==> config.mk <==
export PLATFORM = sky130hd
export DESIGN_NAME = uart_hex_disp_flat
export DESIGN_NICKNAME = d
export VERILOG_FILES = /design/src/rtl/uart_hex_disp_if.sv /design/src/rtl/uart_hex_disp.sv /design/src/flat_wrapper.sv
export SDC_FILE = /design/constraint.sdc
export NUM_CORES = 1
export LEC_CHECK = 0
export ABC_AREA = 1
export CORE_MARGIN = 2
export CORE_UTILIZATION = 60
export DETAILED_ROUTE_END_ITERATION = 10
export PLACE_DENSITY = 0.9
export SYNTH_ARGS = -nofsm -noshare
export SYNTH_HDL_FRONTEND = slang
export SYNTH_SLANG_ARGS = --single-unit
export TNS_END_PERCENT = 100
==> constraint.sdc <==
create_clock -name clk -period 3.9 [get_ports clk]
set_input_delay 0.975 -clock clk [delete_from_list [all_inputs] [get_ports clk]]
set_output_delay 0.975 -clock clk [all_outputs]
set_load 0.03 [all_outputs]
==> src/rtl/uart_hex_disp_if.sv <==
`default_nettype none
// ============================================================================
// Module      : uart_hex_disp_if
// Description : Bundle between a UART receiver / display driver pair and the
//               hex display block. Carries the received-byte strobe and data
//               towards the display, and the active-low anode, segment and
//               decimal-point lines back out of it.
//                 rx_done_tick : 1-cycle strobe, rx_data is valid
//                 rx_data[7:0] : received byte
//                 an[3:0]      : active-low anodes, an[0] = rightmost digit
//                 seg[6:0]     : active-low segments g,f,e,d,c,b,a
//                 dp           : active-low decimal point
//               master modport: the side producing bytes and consuming the
//               display lines. slave modport: the display block itself.
// Revision    : 1.0 - initial release
// ============================================================================
interface uart_hex_disp_if;
    logic       rx_done_tick;
    logic [7:0] rx_data;
    logic [3:0] an;
    logic [6:0] seg;
    logic       dp;

    modport master (
        output rx_done_tick,
        output rx_data,
        input  an,
        input  seg,
        input  dp
    );

    modport slave (
        input  rx_done_tick,
        input  rx_data,
        output an,
        output seg,
        output dp
    );
endinterface
`default_nettype wire

==> src/rtl/uart_hex_disp.sv <==
`default_nettype none
// ============================================================================
// Module      : uart_hex_disp
// Description : Shows the last two received UART bytes as four hex digits on
//               a time-multiplexed, active-low 7-segment display. The newest
//               byte sits on digits 1:0, the byte before it on digits 3:2.
//               Digits whose byte has never been received are blanked.
//               Optional feature (macro UART_HEX_DISP_DP_EN): the decimal
//               point of digit 0 lights for DP_FRAMES refresh frames after
//               every received byte. Without the macro dp is constant 1.
// Parameters  : N         - refresh counter width, one frame = 2^N cycles
//               DP_FRAMES - frames the new-byte decimal point stays lit (1..255)
// Ports       : clk   - system clock, rising edge
//               reset - asynchronous, active-high reset
//               disp  - uart_hex_disp_if.slave (rx_done_tick, rx_data in;
//                       an, seg, dp out, all outputs registered)
// Revision    : 1.0 - initial release
// ============================================================================
module uart_hex_disp #(
    parameter int N         = 18,
    parameter int DP_FRAMES = 64
) (
    input  logic            clk,
    input  logic            reset,
    uart_hex_disp_if.slave  disp
);

    localparam logic [N-1:0] c_cnt_max = {N{1'b1}};
    localparam logic [6:0]   c_blank   = 7'b1111111;

    // Out-of-range DP_FRAMES would silently truncate in the 8-bit dp counter.
    if (DP_FRAMES < 1 || DP_FRAMES > 255) begin : g_dp_frames_range
        $error("uart_hex_disp: DP_FRAMES must be within 1..255");
    end

    logic [N-1:0] r_cnt;
    logic [7:0]   r_cur;
    logic [7:0]   r_prev;
    logic         r_cur_v;
    logic         r_prev_v;
    logic [3:0]   r_an;
    logic [6:0]   r_seg;
    logic         r_dp;

    logic [1:0]   w_sel;
    logic [3:0]   w_nib;
    logic         w_nib_v;
    logic [3:0]   w_an;
    logic [6:0]   w_seg;
    logic         w_dp;

    function automatic logic [6:0] hex_to_seg(input logic [3:0] v);
        logic [6:0] s;
        case (v)
            4'h0:    s = 7'b1000000;
            4'h1:    s = 7'b1111001;
            4'h2:    s = 7'b0100100;
            4'h3:    s = 7'b0110000;
            4'h4:    s = 7'b0011001;
            4'h5:    s = 7'b0010010;
            4'h6:    s = 7'b0000010;
            4'h7:    s = 7'b1111000;
            4'h8:    s = 7'b0000000;
            4'h9:    s = 7'b0010000;
            4'hA:    s = 7'b0001000;
            4'hB:    s = 7'b0000011;
            4'hC:    s = 7'b1000110;
            4'hD:    s = 7'b0100001;
            4'hE:    s = 7'b0000110;
            default: s = 7'b0001110;
        endcase
        return s;
    endfunction

    // The top two refresh-counter bits pick the digit being driven.
    assign w_sel = r_cnt[N-1 -: 2];

    always_comb begin
        w_nib   = r_cur[3:0];
        w_nib_v = r_cur_v;
        case (w_sel)
            2'd0: begin w_nib = r_cur[3:0];  w_nib_v = r_cur_v;  end
            2'd1: begin w_nib = r_cur[7:4];  w_nib_v = r_cur_v;  end
            2'd2: begin w_nib = r_prev[3:0]; w_nib_v = r_prev_v; end
            default: begin w_nib = r_prev[7:4]; w_nib_v = r_prev_v; end
        endcase
    end

    // Anode stays enabled for a blank digit so the scan timing is unchanged.
    assign w_an  = ~(4'b0001 << w_sel);
    assign w_seg = w_nib_v ? hex_to_seg(w_nib) : c_blank;

`ifdef UART_HEX_DISP_DP_EN
    localparam logic [7:0] c_dp_load = 8'(DP_FRAMES);

    logic [7:0] r_dp_cnt;

    // Counts refresh frames; a new byte reloads it even on a wrap edge.
    always_ff @(posedge clk or posedge reset) begin
        if (reset) begin
            r_dp_cnt <= 8'd0;
        end else if (disp.rx_done_tick) begin
            r_dp_cnt <= c_dp_load;
        end else if (r_cnt == c_cnt_max && r_dp_cnt != 8'd0) begin
            r_dp_cnt <= r_dp_cnt - 8'd1;
        end
    end

    assign w_dp = !(w_sel == 2'd0 && r_dp_cnt != 8'd0);
`else
    assign w_dp = 1'b1;
`endif

    always_ff @(posedge clk or posedge reset) begin
        if (reset) begin
            r_cnt    <= '0;
            r_cur    <= 8'h00;
            r_prev   <= 8'h00;
            r_cur_v  <= 1'b0;
            r_prev_v <= 1'b0;
            r_an     <= 4'b1110;
            r_seg    <= c_blank;
            r_dp     <= 1'b1;
        end else begin
            r_cnt <= r_cnt + 1'b1;
            if (disp.rx_done_tick) begin
                r_prev   <= r_cur;
                r_prev_v <= r_cur_v;
                r_cur    <= disp.rx_data;
                r_cur_v  <= 1'b1;
            end
            r_an  <= w_an;
            r_seg <= w_seg;
            r_dp  <= w_dp;
        end
    end

    assign disp.an  = r_an;
    assign disp.seg = r_seg;
    assign disp.dp  = r_dp;

endmodule
`default_nettype wire

==> src/flat_wrapper.sv <==
// flat-port wrapper written by rule: the top's interface ports become plain ports
module uart_hex_disp_flat 
#(
    parameter int N         = 18,
    parameter int DP_FRAMES = 64
)
  (clk, reset, disp_rx_done_tick, disp_rx_data, disp_an, disp_seg, disp_dp);
  uart_hex_disp_if disp_i ();
  input  logic clk;
  input  logic reset;
  input wire logic [$bits(disp_i.rx_done_tick)-1:0] disp_rx_done_tick;
  input wire logic [$bits(disp_i.rx_data)-1:0] disp_rx_data;
  output wire logic [$bits(disp_i.an)-1:0] disp_an;
  output wire logic [$bits(disp_i.seg)-1:0] disp_seg;
  output wire logic [$bits(disp_i.dp)-1:0] disp_dp;
  assign disp_i.rx_done_tick = disp_rx_done_tick;
  assign disp_i.rx_data = disp_rx_data;
  assign disp_an = disp_i.an;
  assign disp_seg = disp_i.seg;
  assign disp_dp = disp_i.dp;
  uart_hex_disp #(.N(N), .DP_FRAMES(DP_FRAMES)) u_core (.clk(clk), .reset(reset), .disp(disp_i));
endmodule
# Word-level counts from Yosys, hierarchy flattened
# Memory sizes are Yosys's and may differ from the RTL's.
# Cells that the tools add are included.
# W data, S select, Z words.
# op_classes
add_sub_neg	1
n_mul	0
div	0
n_lt_le_gt_ge	0
n_eq_ne	2
n_shift	1
n_mux	3
bitwise_logic	1
reduce_logical	2
# ops
cell	n
$add A18 B1 Y18 const B	1
$pmux W4 S3	1
$mux W7	1
$not A4 Y4	1
$shl A1 B2 Y4 const A	1
$eq A2 B1 Y1 const B	1
$eq A2 B2 Y1 const B	1
$logic_not A2 Y1	1
$reduce_or A2 Y1	1
$mux W1	1
# word_totals
ff_bits	47
latch_bits	0
mem_bits_rw	0
rom_bits	112
input_bits	11
out_inout_bits	12
elab_cells	18
mem_count	1
# mem_list
name	depth	word_bits	rd	rd_clocked_by_memory_dff	write_ports	line_no	source
(name not given)	16	7	1	0	0	uart_hex_disp.sv:54	case (v)

# Longest topological paths before layout
# Gate-level depths: netlist (run 1).
# logic_depth
ltp_word	4
depth_mapped	11

# Least setup slack after synthesis (run 1)
# No wires, ideal clock.
# synth_path
path_kind	register to output
from	reg u_core.r_an[1] (netlist: u_core.disp.an[1])
to	out disp_an[1]
arrival_ns	0.588
setup_slack_ns	2.337
stages_incl_launch_ff	1
path_cell_list	dfstp_2
# synth_lines
item	line_no	source
start: declaration	uart_hex_disp.sv:41	logic [3:0] r_an;
start signal: assignment	uart_hex_disp.sv:132	r_an <= w_an;
end: declaration	flat_wrapper.sv:13	output wire logic [$bits(disp_i.an)-1:0] disp_an;
# No word-level cell between the ends.

# Final worst setup path (run 1)
# layout_path
from	reg u_core.r_seg[2] (netlist: u_core.disp.seg[2])
to	out disp_seg[2]
# layout_lines
item	line_no	source
start: declaration	uart_hex_disp.sv:42	logic [6:0] r_seg;
start signal: assignment	uart_hex_disp.sv:122	r_seg <= c_blank;
start signal: assignment	uart_hex_disp.sv:133	r_seg <= w_seg;
end: declaration	flat_wrapper.sv:14	output wire logic [$bits(disp_i.seg)-1:0] disp_seg;
# No word-level cell between the ends.

==> flow_summary.ini, run 1 <==
[outcome]
status = finished, final reports clean

[global_route]
grt_max_degree = 26
grt_remaining_overflow = 0
grt_usage_pct = 21.2
antenna_found_initial = 0
grt_pass1_vias = 1574
grt_pass1_wl_um = 6890

[floorplanning]
die_height_um = 65.4
rows = 22
die_w_um = 65.4
start_util_pct = 62.2
die-area_um2 = 4270
core_um2 = 3630
ioPinCount = 23

[critical_path]
slowest_delay_ns = 0.65
crit_type = flip-flop to primary output
cp_max_fo = 1
regToRegSetupSlack_ns = 1.85
critical_path_arrival_ns = 1.47
timing.critical_path.required_ns = 2.92
endpoint_kind = primary output
critical_path.top_delay_family = buffers and inverters
worstPathCellList = clkdlybuf4s50_1
crit_slowest_cell = clkdlybuf4s50_1
startpoint_type = flip-flop
path_buf_inv = 1

[synthesis]
synthCells = 254
syn_area_per_cell_um2 = 8.89
syn-num-nets = 272
yosysUniqueCellTypes = 25
yosys_warnings = 0
synth-seq-cells = 47
synth_seq_area_share_pct = 52.6
yosysTopAreaCell = dfrtp_1
synth_area_leaders = dfrtp_1 41%, nand2_1 12%, dfstp_2 12%, nand3_1 6.9%, ha_1 3.9%
synth_top_area_share_pct = 41.0
synth_area_um2 = 2260
ys.flop_type = dfrtp_1
synth_common_cells = 72 x nand2_1, 37 x dfrtp_1, 31 x nand3_1, 22 x inv_1, 15 x nor2_1
synthArstFlopShare_pct = 100
post-synth-top-count-cell = nand2_1
synth_edf_count = 0

[cts]
post-cts-setup-buffer-count = 0
cts_max_level = 2
clock_latency_ns = 0.30
cts_resized = 0
hold_buffers = 0
cts_made_buffers = 5
clkTransAtPathRegs_ns = 0.08
cts_tree = built
cts_sinks = 47
clockRootBuffer = clkbuf_8
cts_buffer_depth = 2

[detailed_routing]
drt_wl_total_um = 3870
postRouteAntennaNets = 0
wl_per_cell_um = 11.9
drt_iter0_drc = 113
via_count = 1668
viasPerCell = 5.12
first_pass_iters = 4
drc_errors = 0

[final_layout]
drive_gt1_share_pct = 12.2
multi_input_area_um2 = 937
nNetsFinal = 295
fillCellCount = 289
final_cell_area_um2 = 2610
diodes = 0
synthToLayoutAreaGrowth_pct = 15.3
regArea_um2 = 1190

[sta]
finalHoldViolCount = 0
min_period_ns = 2.45
rsz0062_at_grt = false
period_share_pct = 62.7
maxSlewHeadroom_pct = 44.2
finClkSkew_ns = 0.00370
finalSetupViolCount = 0
tightest_slew_ns = 0.832
fmax_mhz = 409
drv_slew = 0
setup_tns_ns = 0

[power_and_ir_drop]
p_leak_nw = 1.30
seq_power_share_pct = 52.3
p_comb_share_pct = 13.5
swShare_pct = 25.0
ir_worst_vdd_uv = 286
clkPwrFrac_pct = 34.2
p_per_area_nw_per_um2 = 392
p_int_mw = 0.767
p_switching_mw = 0.256

[flow_run]
drv_cap = 0

[placement]
dp_hpwl_um = 2790
gp_congestion = 0.925
placed_cell_area_um2 = 2500
port_buffers = 21

[hold_path]
hold_path_class = flip-flop to flip-flop
-- registers in the layout (all words and copies together) (netlist names) --
| name | flops |
|---|---|
| u_core.r_cnt | 18 |
| u_core.r_cur | 8 |
| u_core.r_cur_v | 1 |
| u_core.disp.seg | 7 |
| u_core.r_prev_v | 1 |
| u_core.r_prev | 8 |
| u_core.disp.an | 4 |
-- metal layers --
metal	part of all wire (%)	global-route usage, %	routed length [µm]
met5	0	0	0
met4	1.4	9.11	56
met3	4.0	4.79	154
met2	47	33.5	1830
met1	47	28.2	1830
-- cells by family (layout without fill, tap and decap cells) --
logic type	after synthesis	count (layout)	synth area share, %
AO/OA/AOI/OAI	16	16	3.71
XOR/XNOR	15	15	5.82
adder cells (fa/ha/maj)	7	7	3.88
buffers and inverters	31	55	5.87
flip-flops	47	47	52.6
other	1	1	0.166
AND/OR/NAND/NOR	137	137	27.9
-- power by group through the flow --
stage | Sequential (mW) | Clock, mW | Combinational [mW]
global route | 0.538 | 0.376 | 0.155
global placement | 0.543 | 0 | 0.134
CTS | 0.535 | 0.351 | 0.139
floorplan | 0.565 | 0 | 0.0696
finish | 0.535 | 0.349 | 0.138
detailed placement | 0.545 | 0 | 0.138
-- cells in the final DEF, fill, tap and decap left out, types with 7 or more instances in the layout --
master,n
nand2_1,72
dfrtp_1,37
nand3_1,31
inv_1,21
clkdlybuf4s50_1,21
nor2_1,15
o21ai_0,12
dfstp_2,10
xor2_1,9
ha_1,7
-- area by class of cell --
cell class / instances / share of cell area [%]
flip-flops and latches: 47 / 45.6
multi-input cells: 176 / 36.0
repair buffers: 22 / 8.36
inverters: 25 / 3.65
clock buffers: 7 / 2.93
well taps: 48 / 2.31
clock inverters: 1 / 1.15
-- metrics by stage --
stage / worst slack, ns / utilization (%) / hold WS (ns) / cells / power (mW)
2_1_floorplan: 1.83 / - / 0.431 / 254 / 0.635
3_3_place_gp: 1.42 / 68.8 / 0.451 / 318 / 0.677
3_5_place_dp: 1.33 / 68.8 / 0.457 / 318 / 0.683
4_1_cts: 1.44 / 71.7 / 0.476 / 326 / 1.03
5_1_grt: 1.41 / 71.7 / 0.503 / 326 / 1.07
6_report: 1.45 / 71.7 / 0.472 / 326 / 1.02
-- final timing paths --
| check | start | to | cells past startpoint |
|---|---|---|---|
| max | u_core.disp.seg[2] | disp_seg[2] | 1 |
| max reg2reg | u_core.r_cnt[17] | u_core.disp.seg[3] | 10 |
| min in group asynchronous | reset | u_core.r_cnt[2] | 2 |
| min | u_core.r_cur_v | u_core.r_cur_v | 2 |
| min reg2reg | u_core.r_cur_v | u_core.r_cur_v | 2 |
| max in group asynchronous | reset | u_core.r_cnt[12] | 3 |
Note: power is estimated with default switching activity, not from simulation.
==> run 2: changes to the inputs <==
Settings changed: CORE_UTILIZATION 60 to 56, PLACE_DENSITY 0.9 to 0.85.
Clock period 3.9 ns to 2.26 ns, I/O delays scaled along.
==> flow_summary.ini, run 2 (same netlist as run 1, synthesis figures left out) <==
[sta]
drv_slew = 0
finClkSkew_ns = 0.00586
fmax_mhz = 491
period_share_pct = 90.2
tightest_slew_ns = 0.581
maxSlewHeadroom_pct = 61.0
finalSetupViolCount = 0
min_period_ns = 2.04
setup_tns_ns = 0
rsz0062_at_grt = false
finalHoldViolCount = 0

[critical_path]
crit_type = flip-flop to primary output
cp_max_fo = 1
slowest_delay_ns = 0.65
critical_path.top_delay_family = buffers and inverters
crit_slowest_cell = clkdlybuf4s50_1
r2r-start = u_core.r_cnt[17]
timing.critical_path.required_ns = 1.69
startpoint = u_core.disp.seg[6]
critical_path_arrival_ns = 1.47
worstPathCellList = clkdlybuf4s50_1
endpoint_kind = primary output
path_buf_inv = 1
startpoint_type = flip-flop

[cts]
cts_made_buffers = 5
cts_resized = 0
cts_buffer_depth = 2
hold_buffers = 0
cts_max_level = 2
cts_sinks = 47
clock_latency_ns = 0.30
clockRootBuffer = clkbuf_8
cts_tree = built
post-cts-setup-buffer-count = 0
clkTransAtPathRegs_ns = 0.08

[power_and_ir_drop]
p_comb_share_pct = 14.1
power_mw = 1.72
seq_power_share_pct = 53.9
p_switching_mw = 0.444
p_per_area_nw_per_um2 = 654
swShare_pct = 25.8
p_int_mw = 1.27
p_leak_nw = 1.31
ir_worst_vdd_uv = 403
clkPwrFrac_pct = 32.0

[final_layout]
final_cell_mix = 72 x nand2_1, 37 x dfrtp_1, 31 x nand3_1, 21 x inv_1, 21 x clkdlybuf4s50_1
synthToLayoutAreaGrowth_pct = 16.2
final_common_cell = nand2_1
drive_gt1_share_pct = 13.3
reg_top3 = u_core.r_cnt x18, u_core.r_cur x8, u_core.r_prev x8
largest_reg_flops = 18
nNetsFinal = 296
diodes = 0
regMostFlops = u_core.r_cnt

[global_route]
antenna_found_initial = 0
grt_usage_pct = 20.9
grt_pass1_vias = 1589
grt_max_degree = 33
grt_pass1_wl_um = 6970
grt_remaining_overflow = 0

[detailed_routing]
wl_per_cell_um = 12.1
drt_wl_total_um = 3990
drt_iter0_drc = 127
via_count = 1675
postRouteAntennaNets = 0
drc_errors = 0
viasPerCell = 5.09
first_pass_iters = 4

[floorplanning]
ioPinCount = 23
rows = 23
die_height_um = 67.5
core_um2 = 3940
die_w_um = 67.5
start_util_pct = 57.3
die-area_um2 = 4560

[outcome]
status = finished, final reports clean

[flow_run]
drv_cap = 0

[hold_path]
min_from = u_core.r_cur_v
hold_path_class = flip-flop to flip-flop

[placement]
dp_hpwl_um = 2990
gp_congestion = 0.873
port_buffers = 21
[run 2: cell types whose count changed in the layout (fill, tap and decap cells not counted)]
cell | previous run | this run
buf_12 | 0 | 1
clkbuf_1 | 2 | 0
clkbuf_8 | 5 | 7
bufinv_16 | 1 | 0
clkinvlp_4 | 0 | 1
[run 2: metal layers]
layer	up-vias	global-route usage (%)	wire (µm)
met5	-	0	0
met4	0	7.91	65
met3	5	5.00	138
met2	34	34.6	1910
met1	781	26.5	1870
li1	855	-	-
[run 2: path summary, 6_finish.rpt]
path                            slack [ns]                  to  cells past startpoint
worst max-delay path                  0.22         disp_seg[6]                      1
worst min-delay path                  0.49      u_core.r_cur_v                      2
worst max register to register        0.29  u_core.disp.seg[6]                     10
worst min register to register        0.49      u_core.r_cur_v                      2
max in group asynchronous             1.13   u_core.disp.an[1]                      3
min in group asynchronous             0.56     u_core.r_cur[3]                      2
[run 2: layout make-up]
| cell class | count | area [µm²] |
|---|---|---|
| repair buffers | 23 | 238 |
| flip-flops and latches | 47 | 1190 |
| inverters | 25 | 95.1 |
| fillers | 307 | 1320 |
| clock inverters | 1 | 7.51 |
| multi-input cells | 176 | 937 |
| clock buffers | 7 | 96.3 |
| well taps | 50 | 62.6 |
[run 2: power by group through the flow]
| stage | Sequential (mW) | Clock, mW | Combinational, mW |
|---|---|---|---|
| after CTS | 0.925 | 0.566 | 0.244 |
| final | 0.925 | 0.549 | 0.243 |
| after detailed placement | 0.941 | 0 | 0.244 |
| after global routing | 0.931 | 0.596 | 0.275 |
| after floorplan | 0.976 | 0 | 0.120 |
| after global placement | 0.939 | 0 | 0.238 |
[run 2: stage by stage]
| step | setup WS [ns] | hold slack [ns] | instances | cell area [µm²] | utilization, % |
|---|---|---|---|---|---|
| 2_1_floorplan | 0.595 | 0.431 | 254 | 2260 | - |
| 3_3_place_gp | 0.449 | 0.453 | 321 | 2520 | 63.9 |
| 3_5_place_dp | 0.311 | 0.464 | 321 | 2520 | 63.9 |
| 4_1_cts | 0.204 | 0.486 | 329 | 2630 | 66.6 |
| 5_1_grt | 0.0524 | 0.496 | 329 | 2630 | 66.6 |
| 6_report | 0.221 | 0.485 | 329 | 2630 | 66.6 |
